**src/rtl/sdram_req_sched.sv**
```systemverilog
// sdram_req_sched: buffers user write/read requests in two FIFOs and
// feeds them one at a time to a single-cycle SDRAM controller port.
//
// Ports:
//   i_sys_clk, i_rst_n            clock, synchronous active-low reset
//   i_wr_valid/o_wr_ready         user write push (i_wr_addr, i_wr_data)
//   i_rd_valid/o_rd_ready         user read push (i_rd_addr)
//   o_rsp_valid/o_rsp_data        read data return, one-cycle pulse
//   i_ctrl_ready                  controller can accept a request
//   o_ctrl_wr_req/addr/data       write request to controller
//   o_ctrl_rd_req/addr            read request to controller
//   i_ctrl_rd_valid/data          read data from controller
//
// Build option: define SDRAM_REQ_SCHED_RAW_CHECK_EN to hold a read back
// while any buffered write targets the same address.

module sdram_req_sched #(
   parameter int AddrWidth   = 13,
   parameter int DataWidth   = 16,
   parameter int FifoDepth   = 4,
   parameter int MaxRdStreak = 3
) (
   input  logic                 i_sys_clk,
   input  logic                 i_rst_n,
   input  logic                 i_wr_valid,
   output logic                 o_wr_ready,
   input  logic [AddrWidth-1:0] i_wr_addr,
   input  logic [DataWidth-1:0] i_wr_data,
   input  logic                 i_rd_valid,
   output logic                 o_rd_ready,
   input  logic [AddrWidth-1:0] i_rd_addr,
   output logic                 o_rsp_valid,
   output logic [DataWidth-1:0] o_rsp_data,
   input  logic                 i_ctrl_ready,
   output logic                 o_ctrl_wr_req,
   output logic [AddrWidth-1:0] o_ctrl_wr_addr,
   output logic [DataWidth-1:0] o_ctrl_wr_data,
   output logic                 o_ctrl_rd_req,
   output logic [AddrWidth-1:0] o_ctrl_rd_addr,
   input  logic                 i_ctrl_rd_valid,
   input  logic [DataWidth-1:0] i_ctrl_rd_data
);

   localparam int PtrW = $clog2(FifoDepth);
   localparam int StkW = $clog2(MaxRdStreak + 1);

   localparam logic [PtrW:0]   LevelFull = (PtrW + 1)'(FifoDepth);
   localparam logic [StkW-1:0] StreakMax = StkW'(MaxRdStreak);

   typedef enum logic [1:0] {
      IDLE,
      HOLD,
      WAIT_RD
   } state_t;

   state_t state;

   logic [StkW-1:0] streak;

   // FIFO storage (no reset needed; validity comes from the pointers)
   logic [AddrWidth-1:0] wf_addr [FifoDepth];
   logic [DataWidth-1:0] wf_data [FifoDepth];
   logic [AddrWidth-1:0] rf_addr [FifoDepth];

   // Pointers carry one extra bit so full and empty differ
   logic [PtrW:0] wf_wp;
   logic [PtrW:0] wf_rp;
   logic [PtrW:0] rf_wp;
   logic [PtrW:0] rf_rp;

   logic [PtrW:0] wf_wp_nx;
   logic [PtrW:0] wf_rp_nx;
   logic [PtrW:0] rf_wp_nx;
   logic [PtrW:0] rf_rp_nx;

   logic wf_push;
   logic rf_push;
   logic wf_empty;
   logic rf_empty;
   logic wf_full;
   logic hazard;
   logic issue_wr;
   logic issue_rd;

   logic [AddrWidth-1:0] rd_head;

   assign wf_push = i_wr_valid & o_wr_ready;
   assign rf_push = i_rd_valid & o_rd_ready;

   assign wf_empty = (wf_wp == wf_rp);
   assign rf_empty = (rf_wp == rf_rp);
   assign wf_full  = (wf_wp - wf_rp) == LevelFull;

   assign rd_head = rf_addr[rf_rp[PtrW-1:0]];

   assign wf_wp_nx = wf_wp + (PtrW + 1)'(wf_push);
   assign wf_rp_nx = wf_rp + (PtrW + 1)'(issue_wr);
   assign rf_wp_nx = rf_wp + (PtrW + 1)'(rf_push);
   assign rf_rp_nx = rf_rp + (PtrW + 1)'(issue_rd);

`ifdef SDRAM_REQ_SCHED_RAW_CHECK_EN
   logic [PtrW:0] wf_level;

   assign wf_level = wf_wp - wf_rp;

   // Match the read head against every occupied write slot
   always_comb begin
      hazard = 1'b0;
      for (int i = 0; i < FifoDepth; i++) begin
         if (!rf_empty &&
             ((PtrW + 1)'(i) < wf_level) &&
             (wf_addr[wf_rp[PtrW-1:0] + PtrW'(i)] == rd_head))
            hazard = 1'b1;
      end
   end
`else
   assign hazard = 1'b0;
`endif

   // Pick at most one request per idle cycle, first match wins
   always_comb begin
      issue_wr = 1'b0;
      issue_rd = 1'b0;
      if (state == IDLE && i_ctrl_ready &&
          !(wf_empty && rf_empty)) begin
         if (wf_full)
            issue_wr = 1'b1;
         else if (hazard)
            issue_wr = 1'b1;
         else if (streak == StreakMax && !wf_empty)
            issue_wr = 1'b1;
         else if (!rf_empty)
            issue_rd = 1'b1;
         else
            issue_wr = 1'b1;
      end
   end

   always_ff @(posedge i_sys_clk) begin
      if (wf_push) begin
         wf_addr[wf_wp[PtrW-1:0]] <= i_wr_addr;
         wf_data[wf_wp[PtrW-1:0]] <= i_wr_data;
      end
      if (rf_push)
         rf_addr[rf_wp[PtrW-1:0]] <= i_rd_addr;
   end

   always_ff @(posedge i_sys_clk) begin
      if (!i_rst_n) begin
         state          <= IDLE;
         streak         <= '0;
         wf_wp          <= '0;
         wf_rp          <= '0;
         rf_wp          <= '0;
         rf_rp          <= '0;
         o_wr_ready     <= 1'b0;
         o_rd_ready     <= 1'b0;
         o_rsp_valid    <= 1'b0;
         o_rsp_data     <= '0;
         o_ctrl_wr_req  <= 1'b0;
         o_ctrl_wr_addr <= '0;
         o_ctrl_wr_data <= '0;
         o_ctrl_rd_req  <= 1'b0;
         o_ctrl_rd_addr <= '0;
      end else begin
         wf_wp <= wf_wp_nx;
         wf_rp <= wf_rp_nx;
         rf_wp <= rf_wp_nx;
         rf_rp <= rf_rp_nx;

         // Ready reflects the level after this cycle's push and pop
         o_wr_ready <= (wf_wp_nx - wf_rp_nx) != LevelFull;
         o_rd_ready <= (rf_wp_nx - rf_rp_nx) != LevelFull;

         o_ctrl_wr_req <= 1'b0;
         o_ctrl_rd_req <= 1'b0;
         o_rsp_valid   <= 1'b0;

         unique case (state)
            IDLE: begin
               if (issue_wr) begin
                  o_ctrl_wr_req  <= 1'b1;
                  o_ctrl_wr_addr <= wf_addr[wf_rp[PtrW-1:0]];
                  o_ctrl_wr_data <= wf_data[wf_rp[PtrW-1:0]];
                  streak         <= '0;
                  state          <= HOLD;
               end else if (issue_rd) begin
                  o_ctrl_rd_req  <= 1'b1;
                  o_ctrl_rd_addr <= rd_head;
                  // Streak only counts reads that bypass waiting writes
                  if (wf_empty)
                     streak <= '0;
                  else if (streak != StreakMax)
                     streak <= streak + 1'b1;
                  state <= WAIT_RD;
               end
            end
            HOLD: begin
               state <= IDLE;
            end
            WAIT_RD: begin
               if (i_ctrl_rd_valid) begin
                  o_rsp_valid <= 1'b1;
                  o_rsp_data  <= i_ctrl_rd_data;
                  state       <= IDLE;
               end
            end
            default: begin
               state <= IDLE;
            end
         endcase
      end
   end

endmodule

```
**config.mk**
```make
export PLATFORM = sky130hd
export DESIGN_NAME = sdram_req_sched
export DESIGN_NICKNAME = d
export VERILOG_FILES = /design/src/rtl/sdram_req_sched.sv
export SDC_FILE = /design/constraint.sdc
export NUM_CORES = 1
export LEC_CHECK = 0
export CAP_MARGIN = 20
export CORE_ASPECT_RATIO = 0.5
export CORE_MARGIN = 5
export CORE_UTILIZATION = 35
export CTS_CLUSTER_SIZE = 8
export DETAILED_ROUTE_END_ITERATION = 12
export PLACE_DENSITY = 0.66
export SETUP_SLACK_MARGIN = 0.02
export SLEW_MARGIN = 10
export SYNTH_ARGS = -nofsm -noshare
export SYNTH_HDL_FRONTEND = slang
export SYNTH_SLANG_ARGS = --single-unit
```
**constraint.sdc**
```tcl
create_clock -name i_sys_clk -period 3.8 [get_ports i_sys_clk]
set_input_delay 0.57 -clock i_sys_clk [delete_from_list [all_inputs] [get_ports i_sys_clk]]
set_output_delay 0.57 -clock i_sys_clk [all_outputs]
set_load 0.01 [all_outputs]
```
==> results of run 1 <==
==> per-stage QoR <==
step	util, %	total power, W	setup WS (ps)	instance area (sq um)
after floorplan	-	0.00421	700	9330
after global placement	41.7	0.00471	909	11000
after detailed placement	41.7	0.00474	801	11000
after CTS	45.6	0.00769	888	12000
after global routing	45.6	0.00794	665	12000
final	45.6	0.00755	889	12000
==> kinds of logic (layout without fill, tap and decap cells) <==
logic type,Yosys count,count (layout)
xor gates and xnor gates,14,14
buffers and inverters,42,216
and+or+nand+nor,149,149
muxes,71,71
adders and majority gates,15,15
AOI/OAI and AO/OA,52,52
DFF,247,247
==> area by class of cell <==
type,instances,area [sq um]
clock inverters,2,17.5
multi-input cells,301,2500
inverters,10,37.5
clock buffers,63,1020
repair buffers,141,1370
well taps,352,440
flip-flops and latches,247,6630
fillers,2285,14300
==> sequential cells by signal (all words and copies together) (netlist names), 2 cells and up <==
register        flops
wf_rp               3
rf_wp               3
wf_addr            52
state               2
o_ctrl_rd_addr     13
o_ctrl_wr_data     16
rf_addr            52
wf_wp               3
o_rsp_data         16
streak              2
o_ctrl_wr_addr     13
rf_rp               3
wf_data            64
==> final timing paths <==
check	from	end	slack, ps	cells past startpoint
worst max register to register	wf_wp[0]$_SDFF_PN0_	o_rd_ready$_SDFF_PN0_	890	14
worst max-delay path	wf_wp[0]$_SDFF_PN0_	o_rd_ready$_SDFF_PN0_	890	14
worst min-delay path	o_rsp_data[6]$_SDFFE_PN0P_	o_rsp_data[6]$_SDFFE_PN0P_	460	2
worst min register to register	o_rsp_data[6]$_SDFFE_PN0P_	o_rsp_data[6]$_SDFFE_PN0P_	460	2
==> synth_stat cells, types with 2 or more instances <==
cell type	instances
xor2_1	3
nor3b_1	3
nand2b_1	2
nor2b_1	3
mux2i_1	29
and2_1	4
a21oi_1	31
xnor2_1	10
inv_1	9
nand3_1	14
dfxtp_1	79
edfxtp_1	168
o21a_1	2
ha_1	15
nor3_1	4
nand2_1	94
a31oi_1	2
buf_12	2
mux4_2	42
clkbuf_1	23
and3_1	4
o21ai_0	14
buf_2	5
nor2_1	14
==> layer usage <==
metal  up-vias  part of all wire [%]
met5         -                 0.057
met4         2                   1.8
met3        35                   5.4
met2       116                    51
met1      2650                    41
li1       2498                     -
==> critical path: stages (launching register included) <==
cell     delay (ps)
dfxtp_1         390
inv_1           100
ha_1            330
nand3_1         150
a211o_1         330
buf_4           190
nor2_1          150
ha_1            170
ha_1            220
inv_1            80
ha_1            140
nor2b_1          50
xnor2_1         220
xnor2_1         140
a31oi_1          90
==> power by group through the flow <==
stage	Sequential, W	Combinational (W)	Clock (W)
final	0.00322	0.00143	0.00289
after detailed placement	0.00327	0.00146	0
after global routing	0.00324	0.00158	0.00312
after CTS	0.00322	0.00147	0.00299
after global placement	0.00326	0.00145	0
after floorplan	0.00331	0.000905	0
==> impl_metrics.yaml, run 1 <==
routing:
  first_pass_iters: 5
  drt-initial-drc-count: 277
  routedWlPerCell_um: 17.3
  ant_nets: 0
  drcViolationCount: 0
  vias_per_cell: 4.75
  routed_wl_mm: 19.3
  vias: 5301
clocking:
  hold_buffers: 0
  cts_tree: "built"
  clock-sinks: 247
  clk_transition_reported_paths_ps: 50
  h-tree-depth: 2
  clockRootBuffer: "clkbuf_16"
  cts_buffers: 36
  cts_resized: 0
  clkLatencyLatePin_ps: 490
  cts_max_path_buffers: 3
  cts_setup_buffers: 0
critical_path:
  cp-end-kind: "register"
  path_class: "register to register"
  critPathLaunchType: "register"
  required_ps: 4140
  crit_arrival_ps: 3250
  crit_fanout: 16
finish:
  diodes: 0
  syn_to_final_growth_pct: 28.8
  fin_nets: 816
  final_common_cell: "edfxtp_1"
  drive_gt1_share_pct: 13.9
  stdcell_count: 1116
  final_cell_mix: "168 x edfxtp_1, 125 x clkdlybuf4s50_1, 94 x nand2_1"
sta:
  maxSlewHeadroom_pct: 26.6
  fin_crit_ps: 2910
  rsz0062_at_grt: "no"
  fin_skew_ps: 7.77
  fin_setup_tns_ps: 0
  fin_crit_sh_pct: 76.6
  setup_viol: 0
  clock.fmax_mhz: 344
  worst_slew_pin_slew_ps: 1100
  hold_slack_ps: 456
  hold_viol_final: 0
  slew_viol_final: 0
die:
  die_y_um: 125
  rows: 42
  coreArea_sq_mm: 0.0263
  io_pins: 127
  die_x_um: 241
  initial_core_util_pct: 35.4
  die_area_sq_mm: 0.0302
synthesis:
  synth_top_cell_area_share_pct: 54.1
  synth_edf_count: 168
  syn_avg_cell_area_sq_um: 15.8
  synth_top_family_by_area: "multiplexers"
  netlist_instances: 590
  yosys_register_bits: 247
  yosysTopAreaCell: "edfxtp_1"
  synth.area.mux_share_pct: 13.3
  synth.cell_area_sq_mm: 0.00933
  synth_nets: 669
  yosys.area_share.simple_pct: 6.98
  synthAdderAreaFrac_pct: 2.01
  synth-main-ff-cell: "edfxtp_1"
  synth-compound-area-share_pct: 3.02
  ys_types: 38
  synth_area_leaders: "edfxtp_1 54%, dfxtp_1 17%, mux4_2 10%"
  synth_warnings: 0
  seq_area_frac_synth_pct: 71.0
  async_flop_share_pct: 0
  synth-xor-area-share_pct: 1.40
pwr:
  intPower_w: 0.00567
  leakagePower_nw: 4.19
  irDropWorstVdd_v: 0.000297
  p_seq_share_pct: 42.7
  p_sw_w: 0.00188
  power.share.clock_pct: 38.3
  switching_share_pct: 25.0
  p_per_area_mw_per_mm2: 628
  comb_power_share_pct: 19.0
placed_design:
  hpwl_mm: 11.6
  dp.cells: 1051
  io_buffers: 126
  gp_congestion: 0.713
grt:
  grt_pass1_vias: 5662
  track_usage_pct: 12.7
  use_met1_pct: 15.2
  grt_antenna_before_repair: 1
  grt_max_degree: 65
  gr-total-overflow: 0
  grt_use_met3_pct: 3.59
  busiest_layer: "met2"
  grt_use_met2_pct: 22.4
  grt_pass1_wl_mm: 30.2
outcome:
  status: "completed"
hold_path:
  min_path_type: "register to register"
run:
  maxCapViolCount: 0
Note: power is estimated with default switching activity, not from simulation.
==> inputs of run 2 (changes only) <==
==> constraint.sdc (replaced) <==
create_clock -name i_sys_clk -period 2.8 [get_ports i_sys_clk]
set_input_delay 0.42 -clock i_sys_clk [delete_from_list [all_inputs] [get_ports i_sys_clk]]
set_output_delay 0.42 -clock i_sys_clk [all_outputs]
set_load 0.01 [all_outputs]
==> impl_metrics.yaml, run 2 (synthesis results as in run 1) <==
sta:
  hold_viol_final: 0
  slew_viol_final: 0
  fin_crit_sh_pct: 94.1
  clock.fmax_mhz: 379
  maxSlewHeadroom_pct: 51.4
  worst_slew_pin_slew_ps: 727
  fin_skew_ps: 14.5
  timing.final.ws_setup_ps: 164
  fin_crit_ps: 2640
  fin_setup_tns_ps: 0
  setup_viol: 0
clocking:
  h-tree-depth: 2
  cts_buffers: 36
  clockRootBuffer: "clkbuf_16"
  cts_max_path_buffers: 3
  hold_buffers: 0
  clk_transition_reported_paths_ps: 50
  clkLatencyLatePin_ps: 500
  cts_tree: "built"
  clock-sinks: 247
pwr:
  leakagePower_nw: 4.24
  p_per_area_mw_per_mm2: 851
  irDropWorstVdd_v: 0.000382
  power.total_w: 0.0104
critical_path:
  crit_arrival_ps: 3000
  critPathLaunchType: "register"
  required_ps: 3170
  crit_fanout: 3
  cp-end-kind: "register"
  path_class: "register to register"
placed_design:
  dpl_worst_slack_ps: 78.1
  gp_congestion: 0.731
  hpwl_mm: 11.7
  dp.cells: 1054
  io_buffers: 126
die:
  die_area_sq_mm: 0.0302
  initial_core_util_pct: 35.4
  rows: 42
  io_pins: 127
  coreArea_sq_mm: 0.0263
  die_x_um: 241
  die_y_um: 125
routing:
  first_pass_iters: 4
  vias: 5304
  drcViolationCount: 0
  routed_wl_mm: 19.4
  vias_per_cell: 4.74
  drt-initial-drc-count: 164
  routedWlPerCell_um: 17.3
  ant_nets: 0
finish:
  largest_reg_flops: 64
  final_cell_mix: "168 x edfxtp_1, 125 x clkdlybuf4s50_1, 94 x nand2_1"
  diodes: 0
  final_common_cell: "edfxtp_1"
  fin_nets: 821
  stdcell_count: 1120
  drive_gt1_share_pct: 16.4
  n_fill_cell: 2237
  syn_to_final_growth_pct: 30.6
grt:
  gr-total-overflow: 0
  grt_pass1_wl_mm: 30.3
  grt_max_degree: 65
  grt_antenna_before_repair: 1
  track_usage_pct: 12.6
  grt_pass1_vias: 5605
run:
  maxCapViolCount: 0
outcome:
  status: "completed"
hold_path:
  min_path_type: "input pin to register"
==> run 2: cell count changes in the layout (fill, tap and decap cells not counted), moves of 3 or more <==
| cell | change |
|---|---|
| ha_4 | +3 |
| inv_2 | +3 |
| inv_1 | -3 |
| dfxtp_1 | -3 |
| ha_1 | -4 |
| buf_4 | +3 |
==> run 2: metrics by stage <==
step | util, % | hold slack [ps] | area, sq um
global route | 46.3 | 380 | 12200
detailed placement | 41.9 | 447 | 11000
finish | 46.3 | 380 | 12200
floorplan | - | 449 | 9330
global placement | 41.9 | 443 | 11000
CTS | 45.9 | 367 | 12100
==> run 2: final cells by class <==
cell class | instances | area [sq um] | share of cell area, %
clock buffer | 63 | 1040 | 8.58
sequential | 247 | 6630 | 54.5
tap | 352 | 440 | 3.62
clock inverter | 1 | 16.3 | 0.134
timing repair buffer | 146 | 1430 | 11.8
multi-input combinational | 301 | 2570 | 21.1
inverter | 10 | 37.5 | 0.308
==> run 2: worst max-delay path, cell delays in order, from the launching register on <==
cell      delay (ps)
dfxtp_4          340
ha_1             190
nand2b_4         140
xnor2_2          130
or3_1            370
a21o_2           230
inv_2             60
ha_4             130
ha_4             190
inv_2             50
ha_2             160
nor2b_2           40
xnor2_1          210
xnor2_1          170
a31oi_1          100
==> run 2: report_power, final <==
group          internal [W]  switching, W  leakage, nW
clock               0.00251       0.00147        0.505
combinational       0.00104      0.000980         1.57
sequential          0.00423      0.000135         2.17
total               0.00778       0.00258         4.24
==> run 2: final timing paths <==
| path | cells after the start | start | slack (ps) | endpoint |
|---|---|---|---|---|
| worst min register to register | 2 | o_rsp_data[11]$_SDFFE_PN0P_ | 450 | o_rsp_data[11]$_SDFFE_PN0P_ |
| worst min-delay path | 3 | i_rst_n | 380 | wf_wp[0]$_SDFF_PN0_ |
| worst max register to register | 14 | wf_wp[1]$_SDFF_PN0_ | 160 | o_wr_ready$_SDFF_PN0_ |
| worst max-delay path | 14 | wf_wp[1]$_SDFF_PN0_ | 160 | o_wr_ready$_SDFF_PN0_ |
==> run 2: repair_timing <==
item / CTS / global route
gates resized for setup: 0 / 16
buffers inserted: 0 / 2
setup endpoints to repair: 0 / 2
hold endpoints to repair: 0 / 0
==> run 2: layer usage <==
| layer | share of wire [%] | wire [um] | up-vias | global-route usage, % |
|---|---|---|---|---|
| li1 | - | - | 2502 | - |
| met1 | 42 | 8160 | 2665 | 15.2 |
| met2 | 51 | 9950 | 94 | 22.1 |
| met3 | 4.7 | 912 | 41 | 3.63 |
| met4 | 1.9 | 376 | 2 | 3.61 |
| met5 | 0.067 | 13 | - | 0 |
